==> config.mk <==
export PLATFORM = sky130hd
export DESIGN_NAME = adc_packet_framer_flat
export DESIGN_NICKNAME = d
export VERILOG_FILES = /design/src/rtl/adc_packet_framer_pkg.sv /design/src/rtl/adc_packet_framer_if.sv /design/src/rtl/adc_packet_framer_tx_byte_reg.sv /design/src/rtl/adc_packet_framer.sv /design/src/flat_wrapper.sv
export SDC_FILE = /design/constraint.sdc
export NUM_CORES = 1
export LEC_CHECK = 0
export ABC_CLOCK_PERIOD_IN_PS = 2600
export CORE_MARGIN = 10
export CORE_UTILIZATION = 35
export DETAILED_ROUTE_END_ITERATION = 10
export GPL_TIMING_DRIVEN = 0
export SYNTH_ARGS = -nofsm -noshare
export SYNTH_HDL_FRONTEND = slang
export SYNTH_SLANG_ARGS = --single-unit
export TNS_END_PERCENT = 10
==> constraint.sdc <==
create_clock -name i_clk -period 2.6 [get_ports i_clk]
set_clock_uncertainty 0.2 [all_clocks]
set_input_delay 0.52 -clock i_clk [delete_from_list [all_inputs] [get_ports i_clk]]
set_output_delay 0.52 -clock i_clk [all_outputs]
set_load 0.1 [all_outputs]
==> src/rtl/adc_packet_framer_pkg.sv <==
// Shared definitions for the ADC packet framer: FSM encoding, default sync byte,
// packet field order (host decoders use the same order) and checksum helper.
package adc_packet_framer_pkg;

    typedef enum logic [2:0] {
        ST_IDLE      = 3'd0,
        ST_SYNC      = 3'd1,
        ST_SEQ       = 3'd2,
        ST_LEN       = 3'd3,
        ST_FETCH     = 3'd4,
        ST_WAIT_DATA = 3'd5,
        ST_DATA      = 3'd6,
        ST_CSUM      = 3'd7
    } state_t;

    localparam logic [7:0] DEF_SYNC_BYTE = 8'hA5;

    // Byte offsets within a packet; checksum follows the last payload byte.
    localparam int FLD_SYNC    = 0;
    localparam int FLD_SEQ     = 1;
    localparam int FLD_LEN     = 2;
    localparam int FLD_PAYLOAD = 3;

    function automatic logic [7:0] csum_add(input logic [7:0] acc, input logic [7:0] b);
        return acc + b;
    endfunction

endpackage

==> src/rtl/adc_packet_framer_if.sv <==
// Framer-side bus bundle: control, capture FIFO read port and UART TX byte stream.
interface adc_packet_framer_if;
    logic       enable;
    logic [7:0] fifo_data;
    logic       fifo_data_ready;
    logic       fifo_read_enable;
    logic [7:0] tx_data;
    logic       tx_valid;
    logic       tx_ready;
    logic       busy;
    logic       packet_done;

    modport master (
        input  enable, fifo_data, fifo_data_ready, tx_ready,
        output fifo_read_enable, tx_data, tx_valid, busy, packet_done
    );

    modport slave (
        output enable, fifo_data, fifo_data_ready, tx_ready,
        input  fifo_read_enable, tx_data, tx_valid, busy, packet_done
    );
endinterface

==> src/rtl/adc_packet_framer_tx_byte_reg.sv <==
// Output holding register: byte + valid, loaded by the FSM, cleared on accept.
// Contents never change while valid is waiting for ready.
module tx_byte_reg (
    input  logic       i_clk,
    input  logic       i_rst,
    input  logic       i_load,
    input  logic [7:0] i_data,
    input  logic       i_ready,
    output logic [7:0] o_data,
    output logic       o_valid
);
    logic [7:0] r_data;
    logic       r_valid;

    always_ff @(posedge i_clk or posedge i_rst) begin
        if (i_rst) begin
            r_data  <= 8'h00;
            r_valid <= 1'b0;
        end else if (i_load) begin
            r_data  <= i_data;
            r_valid <= 1'b1;
        end else if (r_valid && i_ready) begin
            r_valid <= 1'b0;
        end
    end

    assign o_data  = r_data;
    assign o_valid = r_valid;
endmodule

==> src/rtl/adc_packet_framer.sv <==
// Wraps each run of PAYLOAD_LEN FIFO bytes as SYNC, SEQ, LEN, payload, CHECKSUM
// on a valid/ready byte stream. FSM, counters and checksum live here.
module adc_packet_framer
    import adc_packet_framer_pkg::*;
#(
    parameter int         PAYLOAD_LEN = 64,
    parameter logic [7:0] SYNC_BYTE   = DEF_SYNC_BYTE
) (
    input logic                  i_clk,
    input logic                  i_rst,
    adc_packet_framer_if.master  bus
);
    localparam logic [7:0] C_LEN = 8'(PAYLOAD_LEN);

    state_t     r_state, w_next;
    logic [7:0] r_seq, r_csum, r_cnt;
    logic       w_load, w_pop, w_accept, w_tx_valid;
    logic [7:0] w_load_data, w_tx_data, w_cnt_next;

    assign w_accept   = w_tx_valid & bus.tx_ready;
    assign w_cnt_next = r_cnt + 8'd1;

    always_comb begin
        w_next      = r_state;
        w_load      = 1'b0;
        w_load_data = 8'h00;
        w_pop       = 1'b0;
        case (r_state)
            ST_IDLE: if (bus.enable && bus.fifo_data_ready) begin
                w_next      = ST_SYNC;
                w_load      = 1'b1;
                w_load_data = SYNC_BYTE;
            end
            ST_SYNC: if (w_accept) begin
                w_next      = ST_SEQ;
                w_load      = 1'b1;
                w_load_data = r_seq;
            end
            ST_SEQ: if (w_accept) begin
                w_next      = ST_LEN;
                w_load      = 1'b1;
                w_load_data = C_LEN;
            end
            ST_LEN: if (w_accept) w_next = ST_FETCH;
            ST_FETCH: if (bus.fifo_data_ready) begin
                w_pop  = 1'b1;
                w_next = ST_WAIT_DATA;
            end
            ST_WAIT_DATA: begin
                w_load      = 1'b1;
                w_load_data = bus.fifo_data;
                w_next      = ST_DATA;
            end
            ST_DATA: if (w_accept) begin
                if (w_cnt_next == C_LEN) begin
                    // Checksum must include the payload byte being accepted now.
                    w_next      = ST_CSUM;
                    w_load      = 1'b1;
                    w_load_data = csum_add(r_csum, w_tx_data);
                end else begin
                    w_next = ST_FETCH;
                end
            end
            ST_CSUM: if (w_accept) w_next = ST_IDLE;
            default: w_next = ST_IDLE;
        endcase
    end

    always_ff @(posedge i_clk or posedge i_rst) begin
        if (i_rst) r_state <= ST_IDLE;
        else       r_state <= w_next;
    end

    always_ff @(posedge i_clk or posedge i_rst) begin
        if (i_rst) begin
            r_seq  <= 8'h00;
            r_csum <= 8'h00;
            r_cnt  <= 8'h00;
        end else if (w_accept) begin
            case (r_state)
                ST_SEQ, ST_LEN: r_csum <= csum_add(r_csum, w_tx_data);
                ST_DATA: begin
                    r_csum <= csum_add(r_csum, w_tx_data);
                    r_cnt  <= w_cnt_next;
                end
                ST_CSUM: begin
                    r_csum <= 8'h00;
                    r_cnt  <= 8'h00;
                    r_seq  <= r_seq + 8'd1;
                end
                default: ;
            endcase
        end
    end

    tx_byte_reg u_tx_reg (
        .i_clk   (i_clk),
        .i_rst   (i_rst),
        .i_load  (w_load),
        .i_data  (w_load_data),
        .i_ready (bus.tx_ready),
        .o_data  (w_tx_data),
        .o_valid (w_tx_valid)
    );

    assign bus.tx_data          = w_tx_data;
    assign bus.tx_valid         = w_tx_valid;
    assign bus.fifo_read_enable = w_pop;
    assign bus.busy             = (r_state != ST_IDLE);
    assign bus.packet_done      = (r_state == ST_CSUM) && w_accept;
endmodule

==> src/flat_wrapper.sv <==
// flat-port wrapper written by rule: the top's interface ports become plain ports
module adc_packet_framer_flat import adc_packet_framer_pkg::*;
#(
    parameter int         PAYLOAD_LEN = 64,
    parameter logic [7:0] SYNC_BYTE   = DEF_SYNC_BYTE
)
  (i_clk, i_rst, bus_enable, bus_fifo_data, bus_fifo_data_ready, bus_tx_ready, bus_fifo_read_enable, bus_tx_data, bus_tx_valid, bus_busy, bus_packet_done);
  adc_packet_framer_if bus_i ();
  input logic i_clk;
  input logic i_rst;
  input wire logic [$bits(bus_i.enable)-1:0] bus_enable;
  input wire logic [$bits(bus_i.fifo_data)-1:0] bus_fifo_data;
  input wire logic [$bits(bus_i.fifo_data_ready)-1:0] bus_fifo_data_ready;
  input wire logic [$bits(bus_i.tx_ready)-1:0] bus_tx_ready;
  output wire logic [$bits(bus_i.fifo_read_enable)-1:0] bus_fifo_read_enable;
  output wire logic [$bits(bus_i.tx_data)-1:0] bus_tx_data;
  output wire logic [$bits(bus_i.tx_valid)-1:0] bus_tx_valid;
  output wire logic [$bits(bus_i.busy)-1:0] bus_busy;
  output wire logic [$bits(bus_i.packet_done)-1:0] bus_packet_done;
  assign bus_i.enable = bus_enable;
  assign bus_i.fifo_data = bus_fifo_data;
  assign bus_i.fifo_data_ready = bus_fifo_data_ready;
  assign bus_i.tx_ready = bus_tx_ready;
  assign bus_fifo_read_enable = bus_i.fifo_read_enable;
  assign bus_tx_data = bus_i.tx_data;
  assign bus_tx_valid = bus_i.tx_valid;
  assign bus_busy = bus_i.busy;
  assign bus_packet_done = bus_i.packet_done;
  adc_packet_framer #(.PAYLOAD_LEN(PAYLOAD_LEN), .SYNC_BYTE(SYNC_BYTE)) u_core (.i_clk(i_clk), .i_rst(i_rst), .bus(bus_i));
endmodule
* Word level (Yosys, flattened, before mapping)
Index checks and enable logic that the tools add are counted.
Storage, ports and cells: bits in registers 36, bits in latches 0, RAM bits 0, ROM bits 0, input bits 13, output and inout port bits 12, logic and storage cells 65, memories kept 0
Cells by class: $add $sub $neg 3, multipliers 0, div/mod/pow operators 0, order comparisons 0, equality and inequality tests 15, shift operators 0, muxes and demuxes 26, bitwise logic cells 1, reductions and logical operators 14
Operators with widths (count):
- 8-bit one-hot mux with 5 select lines | 1
- 8-bit 2-to-1 mux | 4
- 8-bit one-hot mux with 2 select lines | 2
- 3-bit one-hot mux with 8 select lines | 1
- 3-bit 2-to-1 mux | 7
- 8-bit by 1-bit adder with 8-bit output (second input constant) | 2
- 3-bit == test (second input constant) | 4
- 2-bit by 1-bit != test with 1-bit output (second input constant) | 6
- 8-bit adder | 1
- 8-bit by 7-bit == test with 1-bit output (second input constant) | 1
- 1-bit 2-to-1 mux | 8
- 7-bit 2-to-1 mux | 1
- 7-bit AND reduction | 1
- 3-bit by 2-bit == test with 1-bit output (second input constant) | 2
- 2-bit AND reduction | 3
- 2-bit nonzero test | 3
- 1-bit one-hot mux with 4 select lines | 1
- 3-bit by 1-bit == test with 1-bit output (second input constant) | 1
- 1-bit logical AND | 3
- 3-bit zero test | 1
- 3-bit nonzero test | 1
- 3-bit OR reduction | 1
- 2-bit 2-to-1 mux | 1
- 2-bit != test (second input constant) | 1
- 2 further kinds | 2

* Logic depth before layout (Yosys ltp)
depth in word-level cells 6, gate-level depth with buffers 7, depth with buffers taken out 7

* By module
A second synthesis with hierarchy kept.
Unflattened totals: cells, all modules 235, area, all modules 2280.9 um^2
Modules (own cells, without submodules):
- adc_packet_framer | times used 1, cells an instance 214, area an instance 1908.1 um^2, seq. area each 675.6 um^2
- tx_byte_reg | times used 1, cells an instance 21, area an instance 372.9 um^2, seq. area each 225.2 um^2

* Least setup slack after synthesis
No wires, ideal clock.
path kind register to output, start reg u_core.r_state[2], end out bus_fifo_read_enable, data arrival time 3.080 ns, data required time 1.880 ns, slack -1.200 ns, cell stages (with the launch flop) 5, path buffers 2, cell sequence dfrtp_1 -> clkbuf_1 -> clkbuf_1 -> nand2_1 -> nor3_1
Between the ends: cells in the longest elaborated chain, start to end 2
RTL lines:
- start: declaration | line adc_packet_framer.sv:15 | state_t r_state, w_next;
- start signal: assignment | line adc_packet_framer.sv:71 | else r_state <= w_next;
- 3-bit == test | line adc_packet_framer.sv:28 | case (r_state)
- 1-bit 2-to-1 mux | line adc_packet_framer.sv:28
- end: declaration | line flat_wrapper.sv:15 | output wire logic [$bits(bus_i.fifo_read_enable)-1:0] bus_fifo_read_enable;
Every way passes these cells.

* Worst setup path in the final report
start in bus_tx_ready, end out bus_packet_done
Between the ends: cells in the longest elaborated chain, start to end 2
RTL lines:
- start: declaration | line flat_wrapper.sv:14 | input wire logic [$bits(bus_i.tx_ready)-1:0] bus_tx_ready;
- 1-bit AND | line adc_packet_framer.sv:20 | assign w_accept = w_tx_valid & bus.tx_ready;
- 1-bit logical AND | line adc_packet_framer.sv:110 | assign bus.packet_done = (r_state == ST_CSUM) && w_accept;
- end: declaration | line flat_wrapper.sv:19 | output wire logic [$bits(bus_i.packet_done)-1:0] bus_packet_done;
Every way passes these cells.

==> impl_metrics.tcl <==
set metrics [dict create \
    numPortBuffers 24 \
    r2r_start "u_core.r_cnt[0]$_DFFE_PP0P_" \
    routed_wl_mm 5.52 \
    fmax_mhz 389 \
    nets 296 \
    vdd_drop_max_uv 637 \
    drtIter0Drc 98 \
    setup_violations 0 \
    hold_ws_ns 0.278 \
    syn_nets 265 \
    endpoint_kind "primary output" \
    muxShareOfSynthArea 0.0563 \
    hold_start "u_core.r_seq[7]$_DFFE_PP0P_" \
    synth_top_family_by_area "simple AND/OR/NAND/NOR gates" \
    cts_htree_levels 2 \
    rsz0062_at_grt "yes" \
    ant_nets 0 \
    holdPathEnd "u_core.r_seq[7]$_DFFE_PP0P_" \
    clockBufferDepth 2 \
    multi_input_area_um2 1300 \
    cts_made_buffers 5 \
    fin_area_um2 2700 \
    hold_class "reg2reg" \
    finalWorstSetupSlack_ns 0.0284 \
    initial_core_util 0.358 \
    rows 29 \
    synth_cell_types 48 \
    hold_violations 0 \
    antenna_found_initial 0 \
    power_mw 3.03 \
    drc_errors 0 \
    netlist_area_um2 2250 \
    viasPerCell 5.30 \
    synth-edff-count 0 \
    first_pass_iters 4 \
    arrival_ns 1.85 \
    worstPathRequired_ns 1.88 \
    critPathKind "in2out" \
    maxCapViolations 0 \
    diodes 0 \
    die-height_um 100 \
    yosysWarnings 0 \
    synth_compound_area_frac 0.193 \
    dominantRegCellSynth "dfrtp_1" \
    synth_xor_area_frac 0.0663 \
    ys_seq_area_frac 0.401 \
    grt_pass1_wl_mm 9.39 \
    instances_no_fill 350 \
    reg2reg_setup_slack_ns 0.17 \
    gp_congestion 0.800 \
    regArea_um2 901 \
    start_kind "input port" \
    synthArstFlopShare 1.00 \
    synth-simple-area-share 0.193 \
    worstHoldPathCells 1 \
    place_area_um2 2600 \
    grt_pass1_vias 1840 \
    slew_headroom 0.350 \
    synth_fa_ha_area_frac 0.0646 \
    ios 25 \
    cts.sinks 36 \
    fin_crit_sh 0.989 \
    syn_to_final_growth_pct 20.2 \
    overflow 0 \
    coreArea_um2 6280 \
    r2r_cells 6 \
    drive_above_1_share 0.0952 \
    critPathSlowestCell "clkdlybuf4s50_1" \
    root_buffer "clkbuf_8" \
    vias 1855 \
    slew_viol_final 0 \
    max_stage_delay_ns 0.50 \
    grt_max_degree 37 \
    syn_inst 241 \
    dp_cells 342 \
    fillers 619 \
    utilization 0.430 \
    path_cells "clkdlybuf4s50_1 -> nand3_1 -> nor2_4 -> buf_6" \
    ys_ff_latch 36 \
    min_period_ns 2.57 \
    worst_pin_slew_ns 0.972 \
    power_density_nw_per_um2 1120 \
    leakage_nw 1.29 \
    die_w_um 100 \
    track_usage 0.114 \
    worstReg2RegEnd "u_core.u_tx_reg.o_data[5]$_DFFE_PP0P_" \
    die_area_um2 10000 \
    finalSetupTns_ns 0 \
    post-dp-hpwl_mm 4.06 \
    insertion_delay_ns 0.30 \
    wl_per_cell_um 15.8 \
    clk_pin_slew_ns 0.08 \
    crit_path_max_fanout 7 \
    cts_tree "yes" \
    synth.avg_cell_area_um2 9.32 \
    pre_cts_ws_ns -0.867 \
    status "finished clean" \
]
==> cell families (layout without fill, tap and decap cells) <==
group           Yosys count  after routing
compound gates           67             67
xor+xnor                 17             17
fa+ha+maj                11             11
buf+inv                  15             47
flops                    36             36
mux                      12             12
simple gates             83             83
==> layout by cell type (no fill, tap or decap), drive strengths merged, types with 3 or more instances in the layout <==
| master | instances |
|---|---|
| a22o | 5 |
| mux2i | 10 |
| inv | 3 |
| buf | 6 |
| a31oi | 6 |
| nand2b | 7 |
| xnor2 | 9 |
| nand3 | 13 |
| ha | 10 |
| o21ai | 21 |
| a21oi | 17 |
| clkbuf | 15 |
| clkdlybuf4s50 | 15 |
| dlymetal6s2s | 4 |
| nand4 | 5 |
| dfrtp | 36 |
| nor2 | 17 |
| nand2 | 24 |
| and2 | 4 |
| xor2 | 8 |
==> area by class of cell <==
type,count,area share
plain buffers,12,0.0185
clock buffers,6,0.0306
clock inverters,2,0.00371
inverters,3,0.00417
multi-input cells,190,0.483
flip-flops and latches,36,0.334
well taps,77,0.0357
repair buffers,24,0.0909
==> how the worst max path moves through the flow <==
| stage | to | start |
|---|---|---|
| 2_1_floorplan | u_core.u_tx_reg.o_data[6]$_DFFE_PP0P_ | u_core.u_tx_reg.o_data[0]$_DFFE_PP0P_ |
| 3_3_place_gp | bus_packet_done | bus_tx_ready |
| 3_5_place_dp | bus_packet_done | bus_tx_ready |
| 4_1_cts | bus_busy | u_core.r_state[0]$_DFFE_PP0P_ |
| 5_1_grt | bus_packet_done | bus_tx_ready |
| 6_report | bus_packet_done | bus_tx_ready |
==> synthesized netlist by cell type (2+ instances only) <==
cell,n,area share
and2_1,4,0.011
or3_1,2,0.0056
nand2_1,24,0.040
o22ai_1,2,0.0056
nor3b_1,2,0.0067
o21ai_1,9,0.020
dfrtp_1,36,0.40
xnor2_1,9,0.035
buf_2,2,0.0045
inv_1,2,0.0033
o31ai_1,2,0.0067
ha_1,10,0.056
clkbuf_1,10,0.017
a21o_1,2,0.0067
nand2b_1,7,0.019
mux2i_1,10,0.045
nand3_1,12,0.027
o21ai_0,12,0.027
a31oi_1,6,0.017
nor2_1,16,0.027
nand4_1,5,0.014
a22o_1,5,0.019
o211ai_1,2,0.0067
nor3_1,2,0.0045
a21oi_1,17,0.038
xor2_1,8,0.031
a221o_1,2,0.0089
==> registers in the layout (all words and copies together) (netlist names) <==
register	count
u_core.u_tx_reg.o_data	8
u_core.r_seq	8
u_core.u_tx_reg.o_valid	1
u_core.r_csum	8
u_core.r_cnt	8
u_core.r_state	3
==> routing by layer <==
| metal | GRT usage | share of wire | up-vias | wire length, um |
|---|---|---|---|---|
| li1 | - | - | 932 | - |
| met1 | 0.159 | 0.51 | 883 | 2810 |
| met2 | 0.167 | 0.43 | 34 | 2370 |
| met3 | 0.0302 | 0.048 | 6 | 264 |
| met4 | 0.0391 | 0.014 | 0 | 78 |
| met5 | 0 | 0 | - | 0 |
==> timing repair <==
action	in CTS	in global routing
hold buffers	0	0
gates cloned	0	0
setup endpoints to repair	5	7
gates resized for setup	20	8
setup buffers	0	0
==> critical path, delay by kind of cell <==
| kind | cells | cell delay, ns |
|---|---|---|
| buf+inv | 2 | 0.76 |
| simple gates | 2 | 0.56 |
==> where the power goes <==
part | total (mW) | internal [mW] | switching (mW) | leakage [nW]
Sequential | 0.860 | 0.712 | 0.148 | 0.483
Clock | 0.427 | 0.212 | 0.215 | 0.0510
Combinational | 1.74 | 0.562 | 1.18 | 0.754
(Power assumes the default switching activity.)
